$ cat src/rtl/inst_router_rr_if.sv
// Shared op encoding plus the decode-to-execute bundle of the registered instruction router.
// rv_op_vec is a bitmask indexed by rv_uop: bit n set means the pipe accepts op n.
package inst_router_rr_pkg;

  typedef enum logic [3:0] {
    OP_ADD     = 4'd0,
    OP_ADDI    = 4'd1,
    OP_MUL     = 4'd2,
    OP_LW      = 4'd3,
    OP_SW      = 4'd4,
    OP_JAL     = 4'd5,
    OP_JR      = 4'd6,
    OP_BNE     = 4'd7,
    OP_CSRR    = 4'd8,
    OP_CSRW    = 4'd9,
    OP_ILLEGAL = 4'd10
  } rv_uop;

  localparam int RV_NUM_OPS = 16;

  typedef logic [RV_NUM_OPS-1:0] rv_op_vec;

  localparam rv_op_vec p_tinyrv1 = rv_op_vec'(16'h03FF);

  function automatic logic op_enabled(input rv_op_vec subset, input rv_uop op);
    return subset[op];
  endfunction

endpackage

interface inst_router_rr_if
  import inst_router_rr_pkg::*;
#(
  parameter int p_num_pipes = 3,
  parameter int p_data_bits = 32
) ();

  rv_uop                   uop;
  logic [p_data_bits-1:0]  data;
  logic                    val;
  logic                    rdy;
  logic                    unsup;
  logic [p_num_pipes-1:0]  ex_val;
  logic [p_num_pipes-1:0]  ex_rdy;
  rv_uop                   ex_uop  [p_num_pipes];
  logic [p_data_bits-1:0]  ex_data [p_num_pipes];

  modport master (
    output uop, data, val, ex_rdy,
    input  rdy, unsup, ex_val, ex_uop, ex_data
  );

  modport slave (
    input  uop, data, val, ex_rdy,
    output rdy, unsup, ex_val, ex_uop, ex_data
  );

endinterface

$ cat src/rtl/inst_router_rr.sv
// Registered instruction router: steers one decoded uop per cycle into a one-entry output
// register of a capable execute pipe, round-robin among eligible pipes; unsupported uops are dropped.
module inst_router_rr
  import inst_router_rr_pkg::*;
#(
  parameter int                          p_num_pipes    = 3,
  parameter rv_op_vec [p_num_pipes-1:0]  p_pipe_subsets = {p_num_pipes{p_tinyrv1}},
  parameter int                          p_data_bits    = 32,
  parameter bit                          p_rr_enable    = 1'b1
) (
  input  logic             clk,
  input  logic             rst_n,
  inst_router_rr_if.slave  bus
);

  localparam int LP_PTR_BITS = (p_num_pipes > 1) ? $clog2(p_num_pipes) : 1;
  localparam logic [LP_PTR_BITS-1:0] LP_LAST = LP_PTR_BITS'(p_num_pipes - 1);

  logic [p_num_pipes-1:0]  r_ex_val;
  rv_uop                   r_ex_uop  [p_num_pipes];
  logic [p_data_bits-1:0]  r_ex_data [p_num_pipes];
  logic [LP_PTR_BITS-1:0]  r_rr_ptr;
  logic                    r_unsup;

  logic [p_num_pipes-1:0]  w_capable;
  logic [p_num_pipes-1:0]  w_free;
  logic [p_num_pipes-1:0]  w_elig;
  logic [p_num_pipes-1:0]  w_load;
  logic                    w_any_capable;
  logic                    w_any_elig;
  logic                    w_accept;
  logic                    w_drop;
  logic [LP_PTR_BITS-1:0]  w_start;
  logic [LP_PTR_BITS-1:0]  w_winner;

  // A slot is free when empty or when its current occupant leaves this cycle.
  always_comb begin
    w_capable = '0;
    w_free    = '0;
    for (int i = 0; i < p_num_pipes; i++) begin
      w_capable[i] = op_enabled(p_pipe_subsets[i], bus.uop);
      w_free[i]    = ~r_ex_val[i] | bus.ex_rdy[i];
    end
  end

  assign w_elig        = w_capable & w_free;
  assign w_any_capable = |w_capable;
  assign w_any_elig    = |w_elig;
  assign w_accept      = bus.val & w_any_elig;
  assign w_drop        = bus.val & ~w_any_capable;
  assign w_start       = p_rr_enable ? r_rr_ptr : '0;

  assign bus.rdy = w_any_elig | ~w_any_capable;

  // Circular first-set search over elig, beginning at the round-robin pointer.
  always_comb begin : winnerSearch
    int   idx;
    logic found;
    idx      = 0;
    found    = 1'b0;
    w_winner = '0;
    for (int k = 0; k < p_num_pipes; k++) begin
      idx = int'(w_start) + k;
      if (idx >= p_num_pipes) begin
        idx = idx - p_num_pipes;
      end
      if (!found && w_elig[idx]) begin
        found    = 1'b1;
        w_winner = LP_PTR_BITS'(idx);
      end
    end
  end

  always_comb begin
    w_load = '0;
    for (int i = 0; i < p_num_pipes; i++) begin
      w_load[i] = w_accept && (w_winner == LP_PTR_BITS'(i));
    end
  end

  always_ff @(posedge clk or negedge rst_n) begin
    if (!rst_n) begin
      r_ex_val <= '0;
      r_rr_ptr <= '0;
      r_unsup  <= 1'b0;
    end else begin
      r_unsup <= w_drop;
      if (w_accept) begin
        r_rr_ptr <= (w_winner == LP_LAST) ? '0 : w_winner + 1'b1;
      end
      for (int i = 0; i < p_num_pipes; i++) begin
        if (w_load[i]) begin
          r_ex_val[i] <= 1'b1;
        end else if (bus.ex_rdy[i]) begin
          r_ex_val[i] <= 1'b0;
        end
      end
    end
  end

  // Payload registers only move on a load, so a stalled slot holds its uop/data steady.
  always_ff @(posedge clk) begin
    for (int i = 0; i < p_num_pipes; i++) begin
      if (w_load[i]) begin
        r_ex_uop[i]  <= bus.uop;
        r_ex_data[i] <= bus.data;
      end
    end
  end

  assign bus.ex_val  = r_ex_val;
  assign bus.unsup   = r_unsup;
  assign bus.ex_uop  = r_ex_uop;
  assign bus.ex_data = r_ex_data;

  singleLoad: assert property (@(posedge clk) disable iff (!rst_n) $onehot0(w_load));

  for (genvar g = 0; g < p_num_pipes; g++) begin : gHoldCheck
    heldStable: assert property (@(posedge clk) disable iff (!rst_n)
      (r_ex_val[g] && !bus.ex_rdy[g]) |=> $stable(r_ex_data[g]));
  end

endmodule

$ cat src/flat_wrapper.sv
// flat-port wrapper written by rule: the top's interface ports become plain ports
module inst_router_rr_flat import inst_router_rr_pkg::*;
#(
  parameter int                          p_num_pipes    = 3,
  parameter rv_op_vec [p_num_pipes-1:0]  p_pipe_subsets = {p_num_pipes{p_tinyrv1}},
  parameter int                          p_data_bits    = 32,
  parameter bit                          p_rr_enable    = 1'b1
)
  (clk, rst_n, bus_uop, bus_data, bus_val, bus_ex_rdy, bus_rdy, bus_unsup, bus_ex_val, bus_ex_uop, bus_ex_data);
  inst_router_rr_if #(.p_num_pipes(p_num_pipes), .p_data_bits(p_data_bits)) bus_i ();
  input  logic clk;
  input  logic rst_n;
  input wire logic [$bits(bus_i.uop)-1:0] bus_uop;
  input wire logic [$bits(bus_i.data)-1:0] bus_data;
  input wire logic [$bits(bus_i.val)-1:0] bus_val;
  input wire logic [$bits(bus_i.ex_rdy)-1:0] bus_ex_rdy;
  output wire logic [$bits(bus_i.rdy)-1:0] bus_rdy;
  output wire logic [$bits(bus_i.unsup)-1:0] bus_unsup;
  output wire logic [$bits(bus_i.ex_val)-1:0] bus_ex_val;
  output wire logic [$bits(bus_i.ex_uop)-1:0] bus_ex_uop;
  output wire logic [$bits(bus_i.ex_data)-1:0] bus_ex_data;
  assign bus_i.uop = bus_uop;
  assign bus_i.data = bus_data;
  assign bus_i.val = bus_val;
  assign bus_i.ex_rdy = bus_ex_rdy;
  assign bus_rdy = bus_i.rdy;
  assign bus_unsup = bus_i.unsup;
  assign bus_ex_val = bus_i.ex_val;
  assign bus_ex_uop = {>>{bus_i.ex_uop}};
  assign bus_ex_data = {>>{bus_i.ex_data}};
  inst_router_rr #(.p_num_pipes(p_num_pipes), .p_pipe_subsets(p_pipe_subsets), .p_data_bits(p_data_bits), .p_rr_enable(p_rr_enable)) u_core (.clk(clk), .rst_n(rst_n), .bus(bus_i));
endmodule
$ cat config.mk
export PLATFORM = sky130hd
export DESIGN_NAME = inst_router_rr_flat
export DESIGN_NICKNAME = d
export VERILOG_FILES = /design/src/rtl/inst_router_rr_if.sv /design/src/rtl/inst_router_rr.sv /design/src/flat_wrapper.sv
export SDC_FILE = /design/constraint.sdc
export NUM_CORES = 1
export LEC_CHECK = 0
export ABC_AREA = 1
export BUFFER_PORTS_ARGS = -buffer_cell sky130_fd_sc_hd__buf_2
export CORE_UTILIZATION = 42
export DETAILED_ROUTE_END_ITERATION = 8
export MAX_ROUTING_LAYER = met4
export PLACE_DENSITY_LB_ADDON = 0.08
export SLEW_MARGIN = 20
export SYNTH_ARGS = -nofsm -noshare
export SYNTH_HDL_FRONTEND = slang
export SYNTH_SLANG_ARGS = --single-unit
export TNS_END_PERCENT = 20
$ cat constraint.sdc
create_clock -name clk -period 3.6 [get_ports clk]
set_clock_uncertainty 0.15 [all_clocks]
set_input_delay 0.18 -clock clk [delete_from_list [all_inputs] [get_ports clk]]
set_output_delay 0.18 -clock clk [all_outputs]
set_load 0.1 [all_outputs]
==> results of run 1 <==
## metrics by stage
stage / setup slack [ns] / instances / hold slack (ns)
6_report: 0.797 / 529 / 0.269
5_1_grt: 0.611 / 529 / 0.256
4_1_cts: 0.840 / 529 / 0.244
3_5_place_dp: 0.857 / 455 / -0.127
3_3_place_gp: 0.881 / 455 / -0.132
2_1_floorplan: -0.173 / 190 / -0.266
## cells by family after synthesis
logic type | Yosys count | share of synthesized area [%]
and+or+nand+nor | 48 | 6.69
AOI/OAI and AO/OA | 8 | 1.35
DFF | 114 | 89.3
adders and majority gates | 2 | 0.659
buffers and inverters | 18 | 1.98
## layout make-up
type | instances | share of cell area [%]
Sequential cell | 114 | 58.7
Inverter | 17 | 1.10
Multi-Input combinational cell | 58 | 5.98
Clock buffer | 17 | 7.17
Tap cell | 108 | 2.34
Timing Repair Buffer | 201 | 21.7
Clock inverter | 14 | 2.94
## path summary, 6_finish.rpt
| path | start | to | slack, ns | cells past startpoint |
|---|---|---|---|---|
| max in group asynchronous | rst_n | u_core.bus.ex_val[2] | 2.53 | 3 |
| hold reg to reg | u_core.r_rr_ptr[1] | u_core.r_rr_ptr[1] | 0.38 | 2 |
| setup / recovery | bus_uop[1] | u_core.bus.ex_data[64] | 0.80 | 10 |
| hold / removal | bus_data[30] | u_core.bus.ex_data[62] | 0.27 | 2 |
| min in group asynchronous | rst_n | u_core.r_rr_ptr[1] | 0.52 | 3 |
| setup reg to reg | u_core.r_rr_ptr[1] | u_core.bus.ex_uop[7] | 0.97 | 11 |
## state kept, by name (all words and copies together) (netlist names)
register	count
u_core.bus.ex_data	96
u_core.bus.ex_uop	12
u_core.bus.ex_val	3
u_core.bus.unsup	1
u_core.r_rr_ptr	2
## routing by layer
layer | global-route usage [%] | share of wire (%) | vias to the layer above
met4 | 8.84 | 1.8 | 0
met2 | 28.7 | 49 | 110
met5 | - | 0 | -
met1 | 22.1 | 42 | 1177
li1 | - | - | 1148
met3 | 7.12 | 6.6 | 12
## what timing repair did
item                                    in CTS  in global routing
hold buffers                                43                  0
resized for setup                            0                  0
endpoints found under the setup margin       0                  0
endpoints found under the hold margin      120                  0
## critical path, delay by kind of cell
family                 cells  cell delay [ns]
AOI/OAI and AO/OA          2             0.64
buffers and inverters      3             0.99
and+or+nand+nor            5             1.02
## layout by cell type, fill, tap and decap left out, drive strengths merged
master and count:
clkbuf 17, dfrtp 6, nand2 22, clkinv 11, bufinv 4, clkinvlp 1
edfxtp 108, nor3 2, buf 158, a21oi 2, nand3 11, dlygate4sd3 43
ha 2, o21ai 6, nand4 3, nor2 10, inv 15
==> flow_summary.yaml, run 1 <==
finish:
  multi_input_area_um2: 345
  syn2layout_area_growth_pct: 52.1
  nFillCells: 614
  fin_area_mm2: 0.00578
  nNetsFinal: 453
  num_antenna_cells: 0
  seq_area_mm2: 0.00339
  drive_gt1_share_pct: 48.5
  utilization_pct: 66.3
placement:
  port_buffers: 154
  place_area_mm2: 0.00476
  gp_congestion: 0.924
  dp_hpwl_um: 5600
timing:
  tightestPinTransition_ns: 0.561
  fmax_mhz: 357
  tns_ns: 0
  final_max_slew_viol_count: 0
  rsz0062_at_grt: "false"
  post-route-min-period_ns: 2.80
  final-hold-violation-count: 0
  relSlewSlack_pct: 62.6
  period_share_pct: 77.9
  setup_viol: 0
setup_path:
  crit_required_ns: 3.64
  path_cells: "dlygate4sd3_1, buf_2, o21ai_2, nand2_1, nand2_1, nand3_2, a21oi_2, nand3_2, nor2_4, buf_4"
  cp-end-kind: "flip-flop"
  cp_max_fo: 16
  arrival_ns: 2.84
  slowest_stage: "dlygate4sd3_1"
  cp-start-kind: "input port"
  path_class: "input port to flip-flop"
  slowest_delay_ns: 0.53
clock_tree:
  cts_tree: "yes"
  clk_latency_ns: 0.49
  numClockSinks: 114
  htree_levels: 4
  cts_made_buffers: 17
  post_cts_buffers: 0
  clk_pin_slew_ns: 0.05
  clockBufferDepth: 2
  cts_root_buf: "clkbuf_8"
synthesis:
  yosys-top-cells-count: "108 x edfxtp_1, 16 x nand2_1, 12 x inv_1, 8 x nor2_1, 7 x nand3_1"
  syn_nets: 234
  syn_inst: 190
  synth_edf_count: 108
  yosysWarnings: 0
  ys_ff_latch: 114
  synthFlopType: "edfxtp_1"
  yosysSeqAreaShare_pct: 89.3
  async_flop_share_pct: 5.26
  avgSynthCellArea_um2: 20.0
  synthTopCellsByArea: "edfxtp_1 85%, dfrtp_1 4.0%, nand2_1 1.6%"
  yosysMostFrequentCell: "edfxtp_1"
  synthDistinctLibCells: 20
  synth_top_area_cell: "edfxtp_1"
  synth.top_cell.area_share_pct: 85.4
  syn_area_mm2: 0.00380
flow_run:
  maxCapViolations: 0
route:
  drc: 0
  vias: 2447
  avgRoutedWirePerCell_um: 15.8
  first_pass_iters: 5
  first_iter_violations: 104
  postRouteAntennaNets: 0
  wl_um: 8350
  viasPerCell: 4.63
floorplanning:
  rows: 34
  io_pins: 155
  die_area_mm2: 0.00943
  core_region_area_mm2: 0.00872
  die_x_um: 97.1
  start_util_pct: 43.6
  die_y_um: 97.1
grt:
  track_usage_pct: 18.8
  antenna_found_initial: 0
  grt_pass1_vias: 2459
  gr-total-overflow: 0
  grt_max_degree: 27
  grt_pass1_wl_um: 12600
hold_path:
  hp-class: "input port to flip-flop"
status:
  status: "finished, final reports clean"
Power of run 1 is not shown: default switching activity piles up to over one toggle a cycle in this logic, so the estimate is an artifact.
==> inputs of run 2 (changes only) <==
- clock period: 3.6 -> 2.9 ns (I/O delays scaled with it)
==> flow_summary.yaml, run 2 (synthesized netlist as in run 1, its figures left out) <==
placement:
  port_buffers: 154
  dp_cells: 456
  gp_congestion: 0.889
  dp_slack_ns: 0.510
  dp_hpwl_um: 5210
clock_tree:
  cts_tree: "yes"
  clk_latency_ns: 0.49
  cts_made_buffers: 17
  cts_resized: 0
  cts_root_buf: "clkbuf_8"
  post_cts_buffers: 0
  cts_hold_buf: 43
  numClockSinks: 114
  htree_levels: 4
  clockBufferDepth: 2
  clk_pin_slew_ns: 0.06
route:
  drc: 0
  vias: 2415
  avgRoutedWirePerCell_um: 14.9
  wl_um: 7900
  viasPerCell: 4.56
  postRouteAntennaNets: 0
  first_iter_violations: 57
  first_pass_iters: 4
timing:
  rsz0062_at_grt: "false"
  setup_viol: 0
  tightestPinTransition_ns: 0.557
  post-route-min-period_ns: 2.45
  relSlewSlack_pct: 62.8
  fmax_mhz: 409
  tns_ns: 0
  period_share_pct: 84.4
  final_max_slew_viol_count: 0
  fin_ws_ns: 0.452
  final-hold-violation-count: 0
finish:
  largest_reg_flops: 96
  final_cell_mix: "154 x buf_2, 108 x edfxtp_1, 43 x dlygate4sd3_1"
  drive_gt1_share_pct: 48.8
  final_common_cell: "buf_2"
  nNetsFinal: 454
  syn2layout_area_growth_pct: 51.4
  num_antenna_cells: 0
  fin_cells: 530
  nFillCells: 614
setup_path:
  cp-startpoint: "bus_uop[1]"
  cp-end-kind: "flip-flop"
  path_class: "input port to flip-flop"
  arrival_ns: 2.46
  crit_required_ns: 2.91
  cp-start-kind: "input port"
  reg2reg_from: "u_core.r_rr_ptr[1]"
  cp_max_fo: 19
floorplanning:
  start_util_pct: 43.6
  die_x_um: 97.1
  rows: 34
  die_y_um: 97.1
  io_pins: 155
  die_area_mm2: 0.00943
  core_region_area_mm2: 0.00872
hold_path:
  min_from: "bus_data[1]"
  hp-class: "input port to flip-flop"
grt:
  grt_pass1_wl_um: 12000
  grt_pass1_vias: 2380
  gr-total-overflow: 0
  antenna_found_initial: 0
  track_usage_pct: 17.6
  grt_max_degree: 37
flow_run:
  maxCapViolations: 0
status:
  status: "finished, final reports clean"
run 2: changes by cell type in the layout (fill, tap and decap cells not counted):
cell and delta:
clkinv_1 -3, buf_4 +2, clkbuf_1 +2, buf_12 -1, bufinv_16 -1, clkinv_2 +1
clkinvlp_4 +1
run 2: through the flow:
stage               hold slack [ns]  util (%)  area, um2
detailed placement           -0.175      54.6       4760
floorplan                    -0.301         -       3810
CTS                           0.208      66.0       5750
global route                  0.231      66.0       5750
finish                        0.234      66.0       5750
global placement             -0.175      54.6       4760
run 2: area by class of cell:
type / instances / area [um2] / area share (%)
Clock inverter: 12 / 141 / 2.46
Tap cell: 108 / 135 / 2.35
Inverter: 17 / 63.8 / 1.11
Sequential cell: 114 / 3390 / 59.0
Clock buffer: 19 / 422 / 7.33
Timing Repair Buffer: 202 / 1250 / 21.8
Multi-Input combinational cell: 58 / 345 / 6.00
run 2: path summary, 6_finish.rpt:
check | endpoint | slack (ns) | cells after the start
worst max register to register | u_core.bus.ex_uop[5] | 0.58 | 11
max in group asynchronous | u_core.r_rr_ptr[0] | 1.94 | 3
worst min register to register | u_core.r_rr_ptr[0] | 0.39 | 2
min in group asynchronous | u_core.bus.ex_val[0] | 0.44 | 3
worst min-delay path | u_core.bus.ex_data[65] | 0.23 | 2
worst max-delay path | u_core.bus.ex_data[64] | 0.45 | 12
run 2: metal layers:
metal / global-route usage (%) / share of wire, % / vias to the layer above
li1: - / - / 1146
met2: 29.0 / 53 / 84
met5: - / 0 / -
met4: 6.77 / 0.99 / 0
met1: 20.1 / 41 / 1179
met3: 5.90 / 4.8 / 6
run 2: worst max-delay path, cell delays in order:
cell and delay [ns]:
dlygate4sd3_1 0.53, buf_2 0.15, o21ai_2 0.47, nand2_1 0.20
nand2_1 0.12, nand3_2 0.09, nand2_1 0.09, nor2_1 0.06
nor2_2 0.10, nand2_2 0.11, nor2_4 0.10, buf_4 0.28
Power of run 2 is left out for the same reason.
